<file path="src/rtl/ring_link_pipe.sv">
// Registered, backpressure-aware ring link stage with a latency-aged circular FIFO.
// Optional statistics counters are built only when RING_LINK_STATS_EN is defined.
module ring_link_pipe #(
    parameter int unsigned PACKET_SIZE  = 49,
    parameter int unsigned FIFO_DEPTH   = 4,
    parameter int unsigned LINK_LATENCY = 2,
    parameter int unsigned SKID_RESERVE = 2
) (
    input  logic                          clk,
    input  logic                          rst_n,
    input  logic [PACKET_SIZE-1:0]        up_packet_in,
    output logic                          up_backpressure_wr,
    output logic [PACKET_SIZE-1:0]        dn_packet_out,
    input  logic                          dn_backpressure_rd,
    output logic [$clog2(FIFO_DEPTH):0]   occupancy,
    output logic                          overflow_err,
    output logic [63:0]                   fwd_count,
    output logic [63:0]                   stall_cycles,
    output logic [31:0]                   drop_count
);

    localparam int unsigned PtrW = $clog2(FIFO_DEPTH);
    localparam int unsigned CntW = PtrW + 1;
    localparam logic [3:0]      AgeMax   = 4'(LINK_LATENCY);
    localparam logic [CntW-1:0] Full     = CntW'(FIFO_DEPTH);
    localparam logic [CntW-1:0] BpThresh = CntW'(FIFO_DEPTH - SKID_RESERVE);

    logic [PACKET_SIZE-1:0] mem [FIFO_DEPTH];
    logic [3:0]             age [FIFO_DEPTH];
    logic [PtrW-1:0]        rd_ptr;
    logic [PtrW-1:0]        wr_ptr;
    logic [CntW-1:0]        count;
    logic [CntW-1:0]        count_next;
    logic                   push;
    logic                   pop;
    logic                   accept;
    logic                   drop;
    logic                   eligible;

    always_comb begin
        push     = up_packet_in[PACKET_SIZE-1];
        eligible = (count != '0) && (age[rd_ptr] >= AgeMax);
        pop      = eligible && !dn_backpressure_rd;
        // A pop at the same edge frees the slot a full-FIFO push needs.
        accept   = push && ((count != Full) || pop);
        drop     = push && !accept;
        count_next = count + CntW'(accept) - CntW'(pop);
    end

    // Payload storage needs no reset: count gates every read.
    always_ff @(posedge clk) begin
        if (accept) begin
            mem[wr_ptr] <= up_packet_in;
        end
    end

    always_ff @(posedge clk or negedge rst_n) begin
        if (!rst_n) begin
            rd_ptr             <= '0;
            wr_ptr             <= '0;
            count              <= '0;
            dn_packet_out      <= '0;
            up_backpressure_wr <= 1'b0;
            overflow_err       <= 1'b0;
            for (int i = 0; i < FIFO_DEPTH; i++) begin
                age[i] <= '0;
            end
        end else begin
            for (int i = 0; i < FIFO_DEPTH; i++) begin
                if (accept && (wr_ptr == PtrW'(i))) begin
                    age[i] <= 4'd1;
                end else if (age[i] < AgeMax) begin
                    age[i] <= age[i] + 4'd1;
                end
            end
            if (accept) begin
                wr_ptr <= wr_ptr + PtrW'(1);
            end
            if (pop) begin
                rd_ptr <= rd_ptr + PtrW'(1);
            end
            dn_packet_out      <= pop ? mem[rd_ptr] : '0;
            count              <= count_next;
            up_backpressure_wr <= (count_next >= BpThresh);
            overflow_err       <= overflow_err | drop;
        end
    end

    assign occupancy = count;

`ifdef RING_LINK_STATS_EN
    logic        stall;
    logic [63:0] fwd_q;
    logic [63:0] stall_q;
    logic [31:0] drop_q;

    assign stall = eligible && dn_backpressure_rd;

    always_ff @(posedge clk or negedge rst_n) begin
        if (!rst_n) begin
            fwd_q   <= '0;
            stall_q <= '0;
            drop_q  <= '0;
        end else begin
            if (pop)   fwd_q   <= fwd_q + 64'd1;
            if (stall) stall_q <= stall_q + 64'd1;
            if (drop)  drop_q  <= drop_q + 32'd1;
        end
    end

    assign fwd_count    = fwd_q;
    assign stall_cycles = stall_q;
    assign drop_count   = drop_q;
`else
    assign fwd_count    = '0;
    assign stall_cycles = '0;
    assign drop_count   = '0;
`endif

endmodule

</file>
<file path="config.mk">
export PLATFORM = sky130hd
export DESIGN_NAME = ring_link_pipe
export DESIGN_NICKNAME = d
export VERILOG_FILES = /design/src/rtl/ring_link_pipe.sv
export SDC_FILE = /design/constraint.sdc
export NUM_CORES = 1
export LEC_CHECK = 0
export ABC_CLOCK_PERIOD_IN_PS = 4700
export CORE_UTILIZATION = 45
export DETAILED_ROUTE_END_ITERATION = 8
export PLACE_DENSITY = 0.8
export SLEW_MARGIN = 10
export SYNTH_ARGS = -nofsm -noshare
export SYNTH_HDL_FRONTEND = slang
export SYNTH_SLANG_ARGS = --single-unit
</file>
<file path="constraint.sdc">
create_clock -name clk -period 4.7 [get_ports clk]
set_clock_uncertainty 0.15 [all_clocks]
set_input_delay 1.41 -clock clk [delete_from_list [all_inputs] [get_ports clk]]
set_output_delay 1.41 -clock clk [all_outputs]
set_load 0.02 [all_outputs]
</file>
Word level (Yosys, flattened, before mapping)
Memories as Yosys holds them, arrays and structs flattened. Index checks and enable logic that the tools add are counted. W data, S select, Z words.

Bits in registers: 74. Memory bits (writable): 196. Output and inout bits: 214. Logic and storage cells: 63. Memories kept: 1.

Add/sub/neg operators: 8. Magnitude comparators: 7. Eq/ne operators: 4. Mux-type cells: 14. Bitwise gates (word level): 2. Reduce and logical (&&, ||, !) cells: 17.

Memories: mem (depth 4, width 49, rd ports 1, clocked after memory_dff 0, write ports 1, line 28) `logic [PACKET_SIZE-1:0] mem [FIFO_DEPTH];`.

Operators by type and width (count): $mux W49 (1); $mux W4 (10); $add A4 B1 Y4 const B (4); $lt A4 B2 Y1 const B (4); $bmux W4 S2 (1); $logic_and A1 B1 Y1 (8); $reduce_bool A2 Y1 (4); $add A2 B1 Y2 const B (2); $eq A2 B2 Y1 const B (2); $ge A4 B2 Y1 const B (1); $add A3 B1 Y3 (1); $ge A3 B2 Y1 const B (1); $ge A3 B3 Y1 const B (1); $ne A3 B3 Y1 const B (1); $not A2 Y3 (1); $reduce_bool A3 Y1 (1); $sub A3 B1 Y3 (1); $eq A2 B1 Y1 const B (1); $logic_not A1 Y1 (2); $logic_not A2 Y1 (1); $mux W1 (2); $logic_or A1 B1 Y1 (1); $or A1 B1 Y1 (1).

Longest topological paths before layout
Depth after elaboration: 12. Mapped depth: 14. Depth with buffers taken out: 12.

Worst setup path after synthesis
No wires, ideal clock.

Path type: in2reg. Start: input port dn_backpressure_rd. End: memory mem[3][0] (enable). Arrival time: 4319 ps. Data required time: 4094 ps. Path slack: -224 ps. Stages on the path: 5. Path buffers: 1. Path through: nand2b_1 > nor4_4 > nor3_2 > buf_2 > nor2_1.

Word-level cells in the longest chain between the ends: 6.

RTL lines: start, declared (line 14) `input logic dn_backpressure_rd,`; $logic_not A1 Y1 (line 43) `pop = eligible && !dn_backpressure_rd;`; $logic_and A1 B1 Y1 (line 43); $logic_or A1 B1 Y1 (line 45) `accept = push && ((count != Full) || pop);`; $logic_and A1 B1 Y1 (line 45); $mux W1 (line 52) `if (accept) begin`; $mux W1 (implied by the code) (line 53) `mem[wr_ptr] <= up_packet_in;`; end, declared (line 28).

Every way passes these cells.

Worst setup path after layout
Start: input port dn_backpressure_rd. End: register up_backpressure_wr.

Word-level cells in the longest chain between the ends: 7.

RTL lines: $logic_not A1 Y1 * (line 43); $logic_and A1 B1 Y1 * (line 43); $logic_or A1 B1 Y1 (line 45); $logic_and A1 B1 Y1 (line 45); $add A3 B1 Y3 (line 47) `count_next = count + CntW'(accept) - CntW'(pop);`; $sub A3 B1 Y3 * (line 47); via count_next[2] (line 33) `logic [CntW-1:0] count_next;`; $ge A3 B2 Y1 * (line 84) `up_backpressure_wr <= (count_next >= BpThresh);`; end signal, assigned (line 84); end, declared (line 12) `output logic up_backpressure_wr,`.

Mark *: on every way through the listed nets, which the timed path passes. The rest lies on a longest branch. A chain may end at the register's enable or synchronous reset.

==> run metrics <==
nets@finish=815; number of failing setup endpoints in the final timing report=0; Yosys warning total=0; Die Span Y=159 um; final standard cell utilization of the core=0.532; Critical Path Source Type=input port; maximum number of pins on one net before global-route repair=75; number of register bits inferred by synthesis=270; router iterations before antenna repair=4; fraction of final layout cells with drive strength greater than 1=0.156; worst-path fanout max=4; Vias=5,061; final worst-path cycle share=0.865; final wirelength=18,300 um; setup repair bufs after CTS=0; Pleak=4.83 nW; routability congestion estimate=0.715; synthesized area=11,100 um^2; total CTS buffers=24; HP Class=reg2reg; count of input and output buffers=105; critical path class=in2reg; number of different library cells in the post-synthesis netlist=32; setup repair after global routing missed its margin=false; number of H-tree levels=1; hold bufs inserted after CTS=0; Final Hold Vio Count=0; cell at the slowest stage of the critical path=sky130_fd_sc_hd__nor4_4; detailed-route wire length per cell=16.8 um; width of the chip=159 um; Cells after Synth=628; Ant. Diodes=0; arrival time of the worst setup path=4.30 ns; series of cell instances along the critical path=clkdlybuf4s50_1 > nand2b_1 > nor4_4 > o31ai_4 > ha_1 > inv_1 > ha_1 > inv_1 > fa_1 > xnor2_1 > xnor2_1 > or2_2; maximum root-to-sink buffer count=3; die area=25,400 um^2; CTS tree=built; post-route minimum period=4.07 ns; normalized max-slew margin=0.287; share of the yosys chip area belonging to registers=0.695; Max Fclk=246 MHz; Tightest Pin Transition=1.06 ns; Ports=266; Mean Syn Cell Area=17.7 um^2; number of pins with negative max-slew slack in the final report=0; VDD IR-drop max=0.373 mV; Power per Cell Area=614 nW/um^2; vias in the first global route=4,992; number of sinks driven by the clock tree=270; Worst-path clk slew=0.07 ns; longest individual stage delay on the worst path=0.49 ns; run status=completed; final-layout setup total negative slack=0 ns; Post-route DRC=0; total global routing track utilization=0.144; number of antenna violations at the first check in global routing=3; placed wire-length estimate=11,000 um; worst setup path startpoint=dn_backpressure_rd; kind of cell with the highest combined delay on the critical path=simple AND/OR/NAND/NOR gates; first-pass GRT wire length=28,100 um; launch instance of the worst register-to-register path=rd_ptr[0]; type of destination of the critical path=register; total power after layout=7.94 mW; Core Region=24,300 um^2; filler cell count in the final layout=1,858; launch point of the worst hold path=overflow_err; number of maximum-capacitance constraint violations=0; quantity of gates resized following cts=0; via density per instance=4.63; data required time of the critical path=4.93 ns; overflow left after global routing=0; final antenna-violating net count=0; sum of buffers and inverters on the critical path=3; area added between synthesis and finish=16.0%; clock network latency to the later pin of the worst-skew pair=0.51 ns; cell chosen for the clock root=sky130_fd_sc_hd__clkbuf_16; row count=57; number of violations reported at the end of detailed-routing iteration 0=288; starting density of the core=0.458
## state kept, by name, indices dropped and copies added, names as in the netlist
register and count:
dn_packet_out 49, overflow_err 1, up_backpressure_wr 1, wr_ptr 2, mem 196, occupancy 3, age 16, rd_ptr 2
## Yosys cell counts (all sizes together)
master  number  area (um^2)
a21o         1         7.51
a21oi        2         10.0
buf        174         1270
clkbuf       5         18.8
conb         1         3.75
dfrtp       74         1850
edfxtp     196         5890
fa           1         20.0
ha          10          125
inv          6         22.5
mux2         1         11.3
mux4        49         1100
nand2        5         18.8
nand2b       1         6.26
nor2         7         28.8
nor2b       49          307
nor3         6         40.0
nor3b        6         45.0
nor4         3         63.8
nor4b        3         62.6
o21a         4         30.0
o21ai        5         25.0
o21ba        2         20.0
o22a         6         52.6
o31ai        1         21.3
or2          1         6.26
xnor2        9         78.8
## cells in the final DEF, fill, tap and decap left out, types with 5 or more instances in the layout
cell / n
sky130_fd_sc_hd__edfxtp_1: 196
sky130_fd_sc_hd__clkdlybuf4s50_1: 104
sky130_fd_sc_hd__inv_1: 6
sky130_fd_sc_hd__mux4_2: 49
sky130_fd_sc_hd__nand2_1: 5
sky130_fd_sc_hd__nor2_4: 5
sky130_fd_sc_hd__nor2b_1: 49
sky130_fd_sc_hd__buf_4: 12
sky130_fd_sc_hd__xnor2_1: 9
sky130_fd_sc_hd__nor3b_1: 6
sky130_fd_sc_hd__clkbuf_16: 25
sky130_fd_sc_hd__ha_1: 10
sky130_fd_sc_hd__dfrtp_1: 72
sky130_fd_sc_hd__clkbuf_8: 5
sky130_fd_sc_hd__o22a_1: 6
sky130_fd_sc_hd__conb_1: 160
## path summary, 6_finish.rpt
path / to / slack (ns) / cells after the start
worst max-delay path: up_backpressure_wr / 0.63 / 12
worst min-delay path: overflow_err / 0.35 / 1
worst max register to register: up_backpressure_wr / 1.21 / 11
worst min register to register: overflow_err / 0.35 / 1
max in group asynchronous: rd_ptr[0] / 2.75 / 1
min in group asynchronous: dn_packet_out[30] / 0.91 / 1
## cell type report
class,instances,area [um^2],share of cell area
Inverter,6,22.5,0.00174
Multi-Input combinational cell,332,2720,0.210
Timing Repair Buffer,118,1170,0.0906
Tap cell,324,405,0.0314
Sequential cell,270,7740,0.599
Clock inverter,13,168,0.0130
Clock buffer,31,698,0.0540
## power by group
part           switching (mW)  internal, mW  leakage [nW]
registers               0.288          3.18          2.74
clock network           0.817          1.27         0.426
logic                    1.27          1.12          1.66
## layer usage
metal / part of all wire / wire (um) / track usage / up-vias
met5: 0.00071 / 13 / 0 / -
met4: 0.014 / 256 / 0.0376 / 2
met2: 0.54 / 9950 / 0.263 / 246
li1: - / - / - / 2220
met1: 0.38 / 7000 / 0.174 / 2571
met3: 0.060 / 1110 / 0.0276 / 22
## stage by stage
step / cell area, um^2 / hold slack, ns / worst slack [ns] / cells
4_1_cts: 12900 / 0.345 / 0.626 / 1094
5_1_grt: 12900 / 0.382 / 0.542 / 1094
2_1_floorplan: 11700 / 0.346 / -0.224 / 787
3_5_place_dp: 12100 / 0.328 / 0.210 / 1050
6_report: 12900 / 0.350 / 0.634 / 1094
3_3_place_gp: 12100 / 0.332 / 0.290 / 1050
## cell families after synthesis
family / Yosys count / synth area share
AOI/OAI and AO/OA: 21 / 0.0149
xor gates and xnor gates: 9 / 0.00708
adders and majority gates: 11 / 0.0130
buffers and inverters: 185 / 0.118
DFF: 270 / 0.695
muxes: 50 / 0.100
other: 1 / 0.000337
and+or+nand+nor: 81 / 0.0519
Note: power is estimated with default switching activity, not from simulation.
